--- src/rtl/dmem_stream_loader.sv ---
// ---------------------------------------------------------------------------
// dmem_stream_loader
//
// Preloads the datapath's data memory from a byte stream while the datapath
// is held in reset. Every three accepted bytes are packed little-endian into
// one DATA_WIDTH word and written at consecutive addresses starting at 0.
// Once LOAD_WORDS words have been written the datapath reset is released.
//
// Ports:
//   clk, rst      rising-edge clock, synchronous active-high reset
//   start         one-cycle pulse that begins a load session (IDLE or DONE)
//   in_valid      byte present on in_data
//   in_data       stream byte
//   in_ready      loader accepts a byte this cycle (combinational, RECV only)
//   mem_we        data memory write strobe, one cycle per word
//   mem_addr      data memory write address
//   mem_wdata     data memory write data
//   cpu_rst       datapath reset, high until loading completes
//   busy          session in progress (RECV or WRITE)
//   done          load complete
//   fmt_error     sticky: unused high bits of a third byte were nonzero
//   word_count    words written this session
// ---------------------------------------------------------------------------
module dmem_stream_loader #(
  parameter int DATA_WIDTH    = 20,
  parameter int ADDRESS_WIDTH = 8,
  parameter int MEM_SIZE      = 256,
  parameter int LOAD_WORDS    = 256
) (
  input  logic                     clk,
  input  logic                     rst,
  input  logic                     start,
  input  logic                     in_valid,
  input  logic [7:0]               in_data,
  output logic                     in_ready,
  output logic                     mem_we,
  output logic [ADDRESS_WIDTH-1:0] mem_addr,
  output logic [DATA_WIDTH-1:0]    mem_wdata,
  output logic                     cpu_rst,
  output logic                     busy,
  output logic                     done,
  output logic                     fmt_error,
  output logic [ADDRESS_WIDTH:0]   word_count
);

  // Number of bits the third byte contributes to a word; the rest of that
  // byte must be zero or the stream is malformed.
  localparam int HIGH_BITS = DATA_WIDTH - 16;

  // Session length, kept inside 1..MEM_SIZE so a bad parameter can never
  // drive writes past the end of the memory.
  localparam int WORD_LIMIT = (LOAD_WORDS > MEM_SIZE) ? MEM_SIZE :
                              ((LOAD_WORDS < 1) ? 1 : LOAD_WORDS);
  localparam logic [ADDRESS_WIDTH:0] LAST_COUNT = (ADDRESS_WIDTH+1)'(WORD_LIMIT);

  // Bits of the third byte that fall outside the word.
  localparam logic [7:0] HIGH_MASK = 8'hFF << HIGH_BITS;

  typedef enum logic [1:0] {
    IDLE,
    RECV,
    WRITE,
    DONE
  } state_t;

  state_t      state;
  state_t      next_state;
  logic [1:0]  byte_cnt;
  logic [15:0] asm_lo;
  logic        xfer;
  logic        last_word;

  // A byte moves only when both sides agree in the same cycle. last_word
  // tells the WRITE cycle whether this word finishes the session.
  always_comb begin
    xfer      = in_valid & in_ready;
    last_word = ((word_count + 1'b1) == LAST_COUNT);
  end

  // State register: rst forces IDLE from any state, including mid-word.
  always_ff @(posedge clk) begin
    if (rst) begin
      state <= IDLE;
    end else begin
      state <= next_state;
    end
  end

  // Next-state logic. start is honoured only in IDLE and DONE, so a pulse
  // during a session is ignored. WRITE always lasts exactly one cycle.
  always_comb begin
    next_state = state;
    case (state)
      IDLE:    if (start) next_state = RECV;
      RECV:    if (xfer && (byte_cnt == 2'd2)) next_state = WRITE;
      WRITE:   next_state = last_word ? DONE : RECV;
      DONE:    if (start) next_state = RECV;
      default: next_state = IDLE;
    endcase
  end

  // The only combinational output: the loader is ready exactly in RECV.
  always_comb begin
    in_ready = (state == RECV);
  end

  // Registered outputs and datapath. Status flags are registered from
  // next_state so they change on the same edge as the state itself; in
  // particular cpu_rst falls on the edge where done rises. The memory write
  // is launched on the edge that accepts the third byte, so mem_we is high
  // for the single WRITE cycle. On the last word mem_addr is held instead of
  // incremented so a full-depth load never wraps back to address 0.
  always_ff @(posedge clk) begin
    if (rst) begin
      byte_cnt   <= 2'd0;
      asm_lo     <= '0;
      mem_we     <= 1'b0;
      mem_addr   <= '0;
      mem_wdata  <= '0;
      cpu_rst    <= 1'b1;
      busy       <= 1'b0;
      done       <= 1'b0;
      fmt_error  <= 1'b0;
      word_count <= '0;
    end else begin
      mem_we  <= 1'b0;
      busy    <= (next_state == RECV) || (next_state == WRITE);
      done    <= (next_state == DONE);
      cpu_rst <= (next_state != DONE);

      case (state)
        IDLE, DONE: begin
          if (start) begin
            mem_addr   <= '0;
            word_count <= '0;
            byte_cnt   <= 2'd0;
            fmt_error  <= 1'b0;
          end
        end

        RECV: begin
          if (xfer) begin
            case (byte_cnt)
              2'd0: begin
                asm_lo[7:0] <= in_data;
                byte_cnt    <= 2'd1;
              end
              2'd1: begin
                asm_lo[15:8] <= in_data;
                byte_cnt     <= 2'd2;
              end
              default: begin
                mem_wdata <= {in_data[HIGH_BITS-1:0], asm_lo};
                mem_we    <= 1'b1;
                byte_cnt  <= 2'd0;
                if ((in_data & HIGH_MASK) != 8'd0) begin
                  fmt_error <= 1'b1;
                end
              end
            endcase
          end
        end

        WRITE: begin
          word_count <= word_count + 1'b1;
          if (!last_word) begin
            mem_addr <= mem_addr + 1'b1;
          end
        end

        default: begin
        end
      endcase
    end
  end

endmodule

--- config.mk ---
export PLATFORM = sky130hd
export DESIGN_NAME = dmem_stream_loader
export DESIGN_NICKNAME = d
export VERILOG_FILES = /design/src/rtl/dmem_stream_loader.sv
export SDC_FILE = /design/constraint.sdc
export NUM_CORES = 1
export LEC_CHECK = 0
export ABC_AREA = 1
export CAP_MARGIN = 30
export CORE_MARGIN = 2
export CORE_UTILIZATION = 35
export DETAILED_ROUTE_END_ITERATION = 12
export PLACE_DENSITY = 0.57
export SLEW_MARGIN = 10
export SYNTH_ARGS = -nofsm -noshare
export SYNTH_HDL_FRONTEND = slang
export SYNTH_SLANG_ARGS = --single-unit
--- constraint.sdc ---
create_clock -name clk -period 1.9 [get_ports clk]
set_input_delay 0.38 -clock clk [delete_from_list [all_inputs] [get_ports clk]]
set_output_delay 0.38 -clock clk [all_outputs]
set_load 0.005 [all_outputs]
## Word-level counts from Yosys, hierarchy flattened

Index checks and enable logic that the tools add are counted.

| word-level totals | value |
|---|---|
| flip-flop bits (word level) | 62 |
| word-level logic and storage cells | 69 |

| cells by class | value |
|---|---|
| add/subtract/negate cells | 2 |
| eq/ne operators | 15 |
| mux-type cells | 19 |
| bitwise operators | 4 |
| reduce and logical (&&, ||, !) cells | 17 |

Operator list:

| operator | count |
|---|---|
| 9-bit case mux with 2 select lines | 1 |
| 8-bit 2-to-1 mux | 2 |
| 8-bit case mux with 2 select lines | 1 |
| 3-bit AND reduction | 5 |
| 2-bit equality test, second input constant | 5 |
| 2-bit 2-to-1 mux | 5 |
| 9-bit by 1-bit adder with 9-bit output, second input constant | 1 |
| 9-bit equality test, second input constant | 1 |
| 9-bit 2-to-1 mux | 1 |
| 8-bit by 1-bit adder with 8-bit output, second input constant | 1 |
| 2-bit case mux with 2 select lines | 2 |
| 8-bit nonzero test | 1 |
| 2-bit by 1-bit equality test with 1-bit output, second input constant | 3 |
| 2-bit by 1-bit inequality test with 1-bit output, second input constant | 3 |
| 2-bit inequality test, second input constant | 3 |
| 2-bit case mux with 3 select lines | 1 |
| 1-bit 2-to-1 mux | 5 |
| 5-bit AND reduction | 1 |
| 2-bit zero test | 2 |
| 2-bit nonzero test | 2 |
| 2-bit OR reduction | 2 |
| 1-bit inverter | 3 |
| 3-bit OR reduction | 1 |
| 1-bit case mux with 2 select lines | 1 |
| other kinds (4) | 4 |

## Longest topological paths before layout

Gate-level depths: netlist (run 1).

| depth | value |
|---|---|
| word-level depth | 7 |
| mapped depth | 14 |

## Worst setup path before layout (run 1)

No wires, ideal clock.

| timing | value |
|---|---|
| path type | register -> register |
| start | register word_count[1] |
| end | register busy |
| data arrival time | 1712 ps |
| setup slack | 58 ps |
| cell stages (with the launch flop) | 13 |
| buffers on the path | 0 |
| period minus slack after synthesis | 1842 ps |
| cells stage by stage | dfxtp_1 -> ha_1 -> nand2_2 -> nor2_4 -> xor2_2 -> nor2_1 -> nand3_4 -> nand3_1 -> nand2_1 -> inv_1 -> ha_1 -> inv_1 -> nor2_1 |

| on the way | value |
|---|---|
| word-level cells in the longest chain between the ends | 6 |
| elaborated cells on any way between the ends | 7 |
| those cells by class | add/sub: 1; eq/ne: 3; mux: 2; reduce/logical: 1 |

RTL lines:

| item | RTL line | RTL |
|---|---|---|
| start, declared | 43 | `output logic [ADDRESS_WIDTH:0] word_count` |
| start signal, assigned | 165 | `word_count <= word_count + 1'b1;` |
| 9-bit by 1-bit adder with 9-bit output (*) | 77 | `last_word = ((word_count + 1'b1) == LAST_COUNT);` |
| 9-bit equality test (*) | 77 |  |
| 2-bit 2-to-1 mux (*) | 96 | `WRITE: next_state = last_word ? DONE : RECV;` |
| 2-bit case mux with 3 select lines (*) | 93 | `case (state)` |
| 2-bit by 1-bit equality test with 1-bit output / 2-bit equality test (equally long branches) | 127 | `busy <= (next_state == RECV) \|\| (next_state == WRITE);` |
| 1-bit logical OR (*) | 127 |  |
| end signal, assigned | 127 |  |
| end, declared | 40 | `output logic busy,` |

Every way passes the cells marked *; elsewhere a longest branch is shown, timed or not.
A chain may end at the register's enable or synchronous reset.

## Worst setup path in the final report (run 1)

| timing | value |
|---|---|
| start | register state[1] |
| end | register busy |

| on the way | value |
|---|---|
| word-level cells in the longest chain between the ends | 7 |
| elaborated cells on any way between the ends | 13 |
| those cells by class | eq/ne: 5; mux: 3; bitwise: 1; reduce/logical: 4 |

RTL lines:

| item | RTL line | RTL |
|---|---|---|
| start, declared | 66 | `state_t state;` |
| start signal, assigned | 85 | `state <= next_state;` |
| 2-bit by 1-bit equality test with 1-bit output | 93, 104 |  |
| 1-bit bitwise AND | 76 | `xfer = in_valid & in_ready;` |
| 1-bit logical AND | 95 | `RECV: if (xfer && (byte_cnt == 2'd2)) next_state = WRITE;` |
| 2-bit 2-to-1 mux | 95 |  |
| 2-bit case mux with 3 select lines (*) | 93 |  |
| 2-bit by 1-bit equality test with 1-bit output / 2-bit equality test (equally long branches) | 127 |  |
| 1-bit logical OR (*) | 127 |  |

Marks and branches as above.

==> results.cfg, run 1 <==
[sta]
slew_violations = 0
fin_crit_ps = 1730
worst_slack_ps = 166
fin_hold_ws_ps = 486
fmax_mhz = 577
hold_viol_final = 0
setup-tns-final_ps = 0
slew_headroom_pct = 81.7
fin_skew_ps = 5.88
tightest_slew_ps = 274
rsz0062_at_grt = yes
finalCritPeriodShare_pct = 91.3
setup_viol = 0

[global_route]
grt_pass1_wl_um = 11100
grt_max_degree = 48
grt_use_total_pct = 16.5
antenna_found_initial = 0
grt_overflow_total = 0
grt_pass1_vias = 2499

[yosys]
synth_nets = 388
synth_area_sq_um = 2690
yosysWarnings = 0
syn_area_per_cell_sq_um = 7.25
yosys_register_bits = 62
synth_seq_area_share_pct = 46.1
synthCells = 371
ys_types = 27

[setup_path]
start_kind = register
crit_path_end_kind = register
crit_type = register to register
required_ps = 2130
worst_ep_arrival_time_ps = 1960
path_max_fanout = 6

[floorplan]
core_area_sq_um = 7330
io_pins = 55
rows = 31
start_util_pct = 36.7
dieArea_sq_um = 8410
dieHeight_um = 91.7
chipWidth_um = 91.7

[layout]
antenna_cells = 0
layout.nets = 458
nFillCells = 713
area_delta_synth_final_pct = 39.0
final_cells = 544
fin_area_sq_um = 3740
drive_gt1_share_pct = 15.5

[clocking]
htreeDepth = 3
path_clk_slew_ps = 70
cts_tree = done
cts_buffer_depth = 2
clk_latency_ps = 340
cts-buffers-inserted = 9
cts.sinks = 62
cts_root_buffer = clkbuf_8
postCtsHoldBufs = 0

[placed_design]
dp_cells = 528
placed_cell_area_sq_um = 3440
port_buffers = 54
place_hpwl_um = 4550
place_congestion = 0.820
pre_cts_slack_ps = -25.7

[detailed_routing]
firstDrtPassIters = 4
num_vias = 2601
wl_per_cell_um = 12.2
wirelength_um = 6640
dr.first_iter.drc_count = 95
drc = 0
viasPerCell = 4.78
ant_nets = 0

[pwr]
powerDensity_nw_per_um2 = 1170
p_leak_nw = 1.56
peakVddDrop_mv = 0.470

[flow_run]
max-cap-violations = 0

[status]
status = finished, final reports clean

[worst_hold_path]
hp-class = register to register
path summary, 6_finish.rpt:
check	from	endpoint	slack [ps]	depth (start not counted)
min	asm_lo[12]$_SDFFE_PP0P_	asm_lo[12]$_SDFFE_PP0P_	490	2
max	state[1]$_SDFF_PP0_	busy$_SDFF_PP0_	170	12
min reg2reg	asm_lo[12]$_SDFFE_PP0P_	asm_lo[12]$_SDFFE_PP0P_	490	2
max reg2reg	state[1]$_SDFF_PP0_	busy$_SDFF_PP0_	170	12
cells by family (layout without fill, tap and decap cells):
| family | after synthesis | after routing | share of synthesized area, % |
|---|---|---|---|
| buffers and inverters | 39 | 113 | 5.53 |
| adders and majority gates | 5 | 5 | 2.32 |
| DFF | 62 | 62 | 46.1 |
| xor gates and xnor gates | 1 | 1 | 0.605 |
| and+or+nand+nor | 195 | 195 | 31.6 |
| AOI/OAI and AO/OA | 69 | 69 | 13.9 |
registers in the layout, summed over array words and instances, names as in the netlist:
register,count
cpu_rst,1
mem_wdata,20
mem_addr,8
byte_cnt,2
word_count,9
done,1
mem_we,1
fmt_error,1
asm_lo,16
state,2
busy,1
repair_timing:
action                                  4_1_cts  5_1_grt
resized for setup                             5       15
endpoints found under the setup margin        1        9
pin swaps                                     1        4
setup buffers                                 1        0
metal layers:
metal / track usage, % / routed length [um] / vias to the layer above
met4: 5.22 / 80 / 0
li1: - / - / 1336
met2: 28.6 / 3200 / 59
met1: 18.9 / 2940 / 1198
met3: 6.24 / 413 / 8
met5: 0 / 0 / -
layout make-up:
| type | count | area (sq um) | area share (%) |
|---|---|---|---|
| repair buffers | 69 | 672 | 18.0 |
| multi-input cells | 270 | 1350 | 36.0 |
| clock buffers | 11 | 141 | 3.78 |
| clock inverters | 4 | 95.1 | 2.54 |
| inverters | 29 | 111 | 2.98 |
| well taps | 99 | 124 | 3.31 |
| flip-flops and latches | 62 | 1250 | 33.4 |
stage by stage:
step / util (%) / power (W)
after global placement: 46.9 / 0.00293
final: 51.0 / 0.00437
after CTS: 50.4 / 0.00441
after global routing: 51.0 / 0.00466
after floorplan: - / 0.00242
after detailed placement: 46.9 / 0.00297
cell usage in the layout (no fill, tap or decap), types with 4 or more instances in the layout:
cell type,count
a21oi_1,16
buf_4,13
clkbuf_8,10
clkdlybuf4s50_1,53
dfxtp_1,54
dfxtp_2,8
inv_1,25
nand2_1,50
nand2_2,6
nand3_1,18
nor2_1,100
nor2_2,7
nor2_4,4
o21ai_0,42
worst max-delay path, stage by stage (launching register included):
cell and delay, ps:
dfxtp_2 340, inv_2 80, ha_4 130, buf_4 140, nand2_1 90, nor2_1 130
inv_1 90, o211ai_1 170, nand2_1 100, inv_1 60, ha_1 220, inv_1 60
nor2_1 30
synthesized netlist by cell type (all sizes together):
| master | n | area [sq um] |
|---|---|---|
| a211oi | 1 | 7.51 |
| a21oi | 18 | 97.6 |
| a31oi | 2 | 12.5 |
| clkbuf | 10 | 37.5 |
| dfxtp | 62 | 1240 |
| ha | 5 | 62.6 |
| inv | 29 | 111 |
| nand2 | 58 | 240 |
| nand3 | 21 | 118 |
| nand4 | 3 | 18.8 |
| nor2 | 111 | 462 |
| nor3 | 1 | 5.00 |
| o2111ai | 1 | 8.76 |
| o211ai | 1 | 7.51 |
| o21ai | 42 | 210 |
| o21bai | 3 | 22.5 |
| o22ai | 1 | 6.26 |
| or2 | 1 | 6.26 |
| xor2 | 1 | 16.3 |
where the power goes:
| group | internal [W] | total (W) | switching, W |
|---|---|---|---|
| logic | 0.000597 | 0.00133 | 0.000736 |
| registers | 0.00148 | 0.00163 | 0.000156 |
| clock network | 0.000899 | 0.00141 | 0.000508 |
Note: power is estimated with default switching activity, not from simulation.
==> run 2: changes to the inputs <==
--- a/config.mk
+++ b/config.mk
@@ -11,6 +11,7 @@
 export CORE_UTILIZATION = 35
 export DETAILED_ROUTE_END_ITERATION = 12
 export PLACE_DENSITY = 0.57
+export SETUP_SLACK_MARGIN = 0.2
 export SLEW_MARGIN = 10
 export SYNTH_ARGS = -nofsm -noshare
 export SYNTH_HDL_FRONTEND = slang
==> run 2 against run 1 <==
  * First-iteration DRC count down 22%
  * Clock power down 13%
  * Largest power group unchanged
  * Clock skew up 5.7 ps
  * Critical path depth unchanged
  * Wire length up 1.1%
  * Sequential share of layout area about the same
==> results.cfg, run 2 (synthesis results as in run 1) <==
[sta]
setup_viol = 0
slew_violations = 0
fin_crit_ps = 1740
tightest_slew_ps = 286
setup-tns-final_ps = 0
fin_skew_ps = 11.6
slew_headroom_pct = 80.9
rsz0062_at_grt = yes
finalCritPeriodShare_pct = 91.7
hold_viol_final = 0
fmax_mhz = 574

[floorplan]
chipWidth_um = 91.7
start_util_pct = 36.7
dieArea_sq_um = 8410
dieHeight_um = 91.7
core_area_sq_um = 7330
rows = 31
io_pins = 55

[pwr]
power_w = 0.00431
peakVddDrop_mv = 0.432
powerDensity_nw_per_um2 = 1140
p_leak_nw = 1.55

[setup_path]
path_buf_inv = 5
crit_path_max_incr_delay_ps = 330
start_kind = register
crit_top_cell = inv_2
worst_ep_arrival_time_ps = 1970
path_max_fanout = 7
critPathLaunch = state[1]$_SDFF_PP0_
crit_type = register to register
rr_worst_depth = 12
required_ps = 2130
crit_path_end_kind = register
slowest_stage = dfxtp_2
reg2reg_from = state[1]$_SDFF_PP0_
cp_num_cells = 12
cp_top_family = buffers and inverters
crit_chain = inv_2 -> ha_4 -> buf_6 -> nand2_2 -> nor2_2 -> inv_1 -> o211ai_1 -> nand2_2 -> inv_2 -> ha_4 -> inv_2 -> nor2_2

[layout]
nFillCells = 713
max_flop_register = mem_wdata
layout.nets = 459
finish.utilization_pct = 51.6
area_delta_synth_final_pct = 40.6
final_cells = 546
largest_reg_flops = 20
final_common_cell = nor2_1
mostFrequentLayoutCells = nor2_1 (96), clkdlybuf4s50_1 (53), dfxtp_1 (49)
drive_gt1_share_pct = 20.1
reg_top3 = mem_wdata x20, asm_lo x16, word_count x9
antenna_cells = 0

[global_route]
grt_pass1_vias = 2597
grt_max_degree = 48
grt_pass1_wl_um = 11300
grt_use_total_pct = 16.9
grt_overflow_total = 0
antenna_found_initial = 0

[placed_design]
place_congestion = 0.825
port_buffers = 54
place_hpwl_um = 4520
dp_cells = 524

[clocking]
cts.sinks = 62
cts_tree = done
htreeDepth = 3
clk_latency_ps = 340
cts_root_buffer = clkbuf_8
path_clk_slew_ps = 70
cts_buffer_depth = 2
cts-buffers-inserted = 9

[detailed_routing]
viasPerCell = 4.78
wl_per_cell_um = 12.3
firstDrtPassIters = 4
drc = 0
dr.first_iter.drc_count = 74
ant_nets = 0
num_vias = 2611
wirelength_um = 6720

[worst_hold_path]
hold-path-cell-count = 1
hp-class = register to register
holdCritStartpoint = word_count[0]$_SDFFE_PP0P_

[flow_run]
max-cap-violations = 0

[status]
status = finished, final reports clean
-- run 2: where the power goes --
part / total, W / internal, W / switching (W)
registers: 0.00165 / 0.00148 / 0.000165
clock network: 0.00122 / 0.000684 / 0.000535
logic: 0.00144 / 0.000639 / 0.000804
total: 0.00431 / 0.00281 / 0.00150
-- run 2: worst paths after layout --
check	endpoint	slack, ps
setup / recovery	busy$_SDFF_PP0_	160
hold / removal	word_count[0]$_SDFFE_PP0P_	480
setup reg to reg	busy$_SDFF_PP0_	160
hold reg to reg	word_count[0]$_SDFFE_PP0P_	480
-- run 2: area by class of cell --
type	count	area, sq um	area share [%]
Clock inverter	5	55.1	1.45
Sequential cell	62	1270	33.5
Tap cell	99	124	3.27
Inverter	29	111	2.94
Timing Repair Buffer	70	679	18.0
Clock buffer	11	153	4.03
Multi-Input combinational cell	270	1400	36.9
-- run 2: timing repair --
| action | CTS | global route |
|---|---|---|
| resized for setup | 12 | 21 |
| pin swaps | 5 | 9 |
| buffers inserted | 2 | 4 |
| hold buffers | 0 | 0 |
| endpoints found under the hold margin | 0 | 0 |
| endpoints found under the setup margin | 12 | 40 |
-- run 2: layer usage --
metal,vias up,part of all wire [%],global-route usage [%]
li1,1346,-,-
met4,0,1.6,6.09
met5,-,0,0
met2,60,49,28.8
met3,10,5.3,6.00
met1,1195,44,19.4
-- run 2: metrics by stage --
stage                     worst slack, ps  cell area, sq um  hold WS [ps]
after floorplan                       204              2730           439
after global placement               42.5              3440           470
after detailed placement             26.3              3440           477
after CTS                             140              3700           494
after global routing                 13.6              3780           517
final                                 158              3780           482
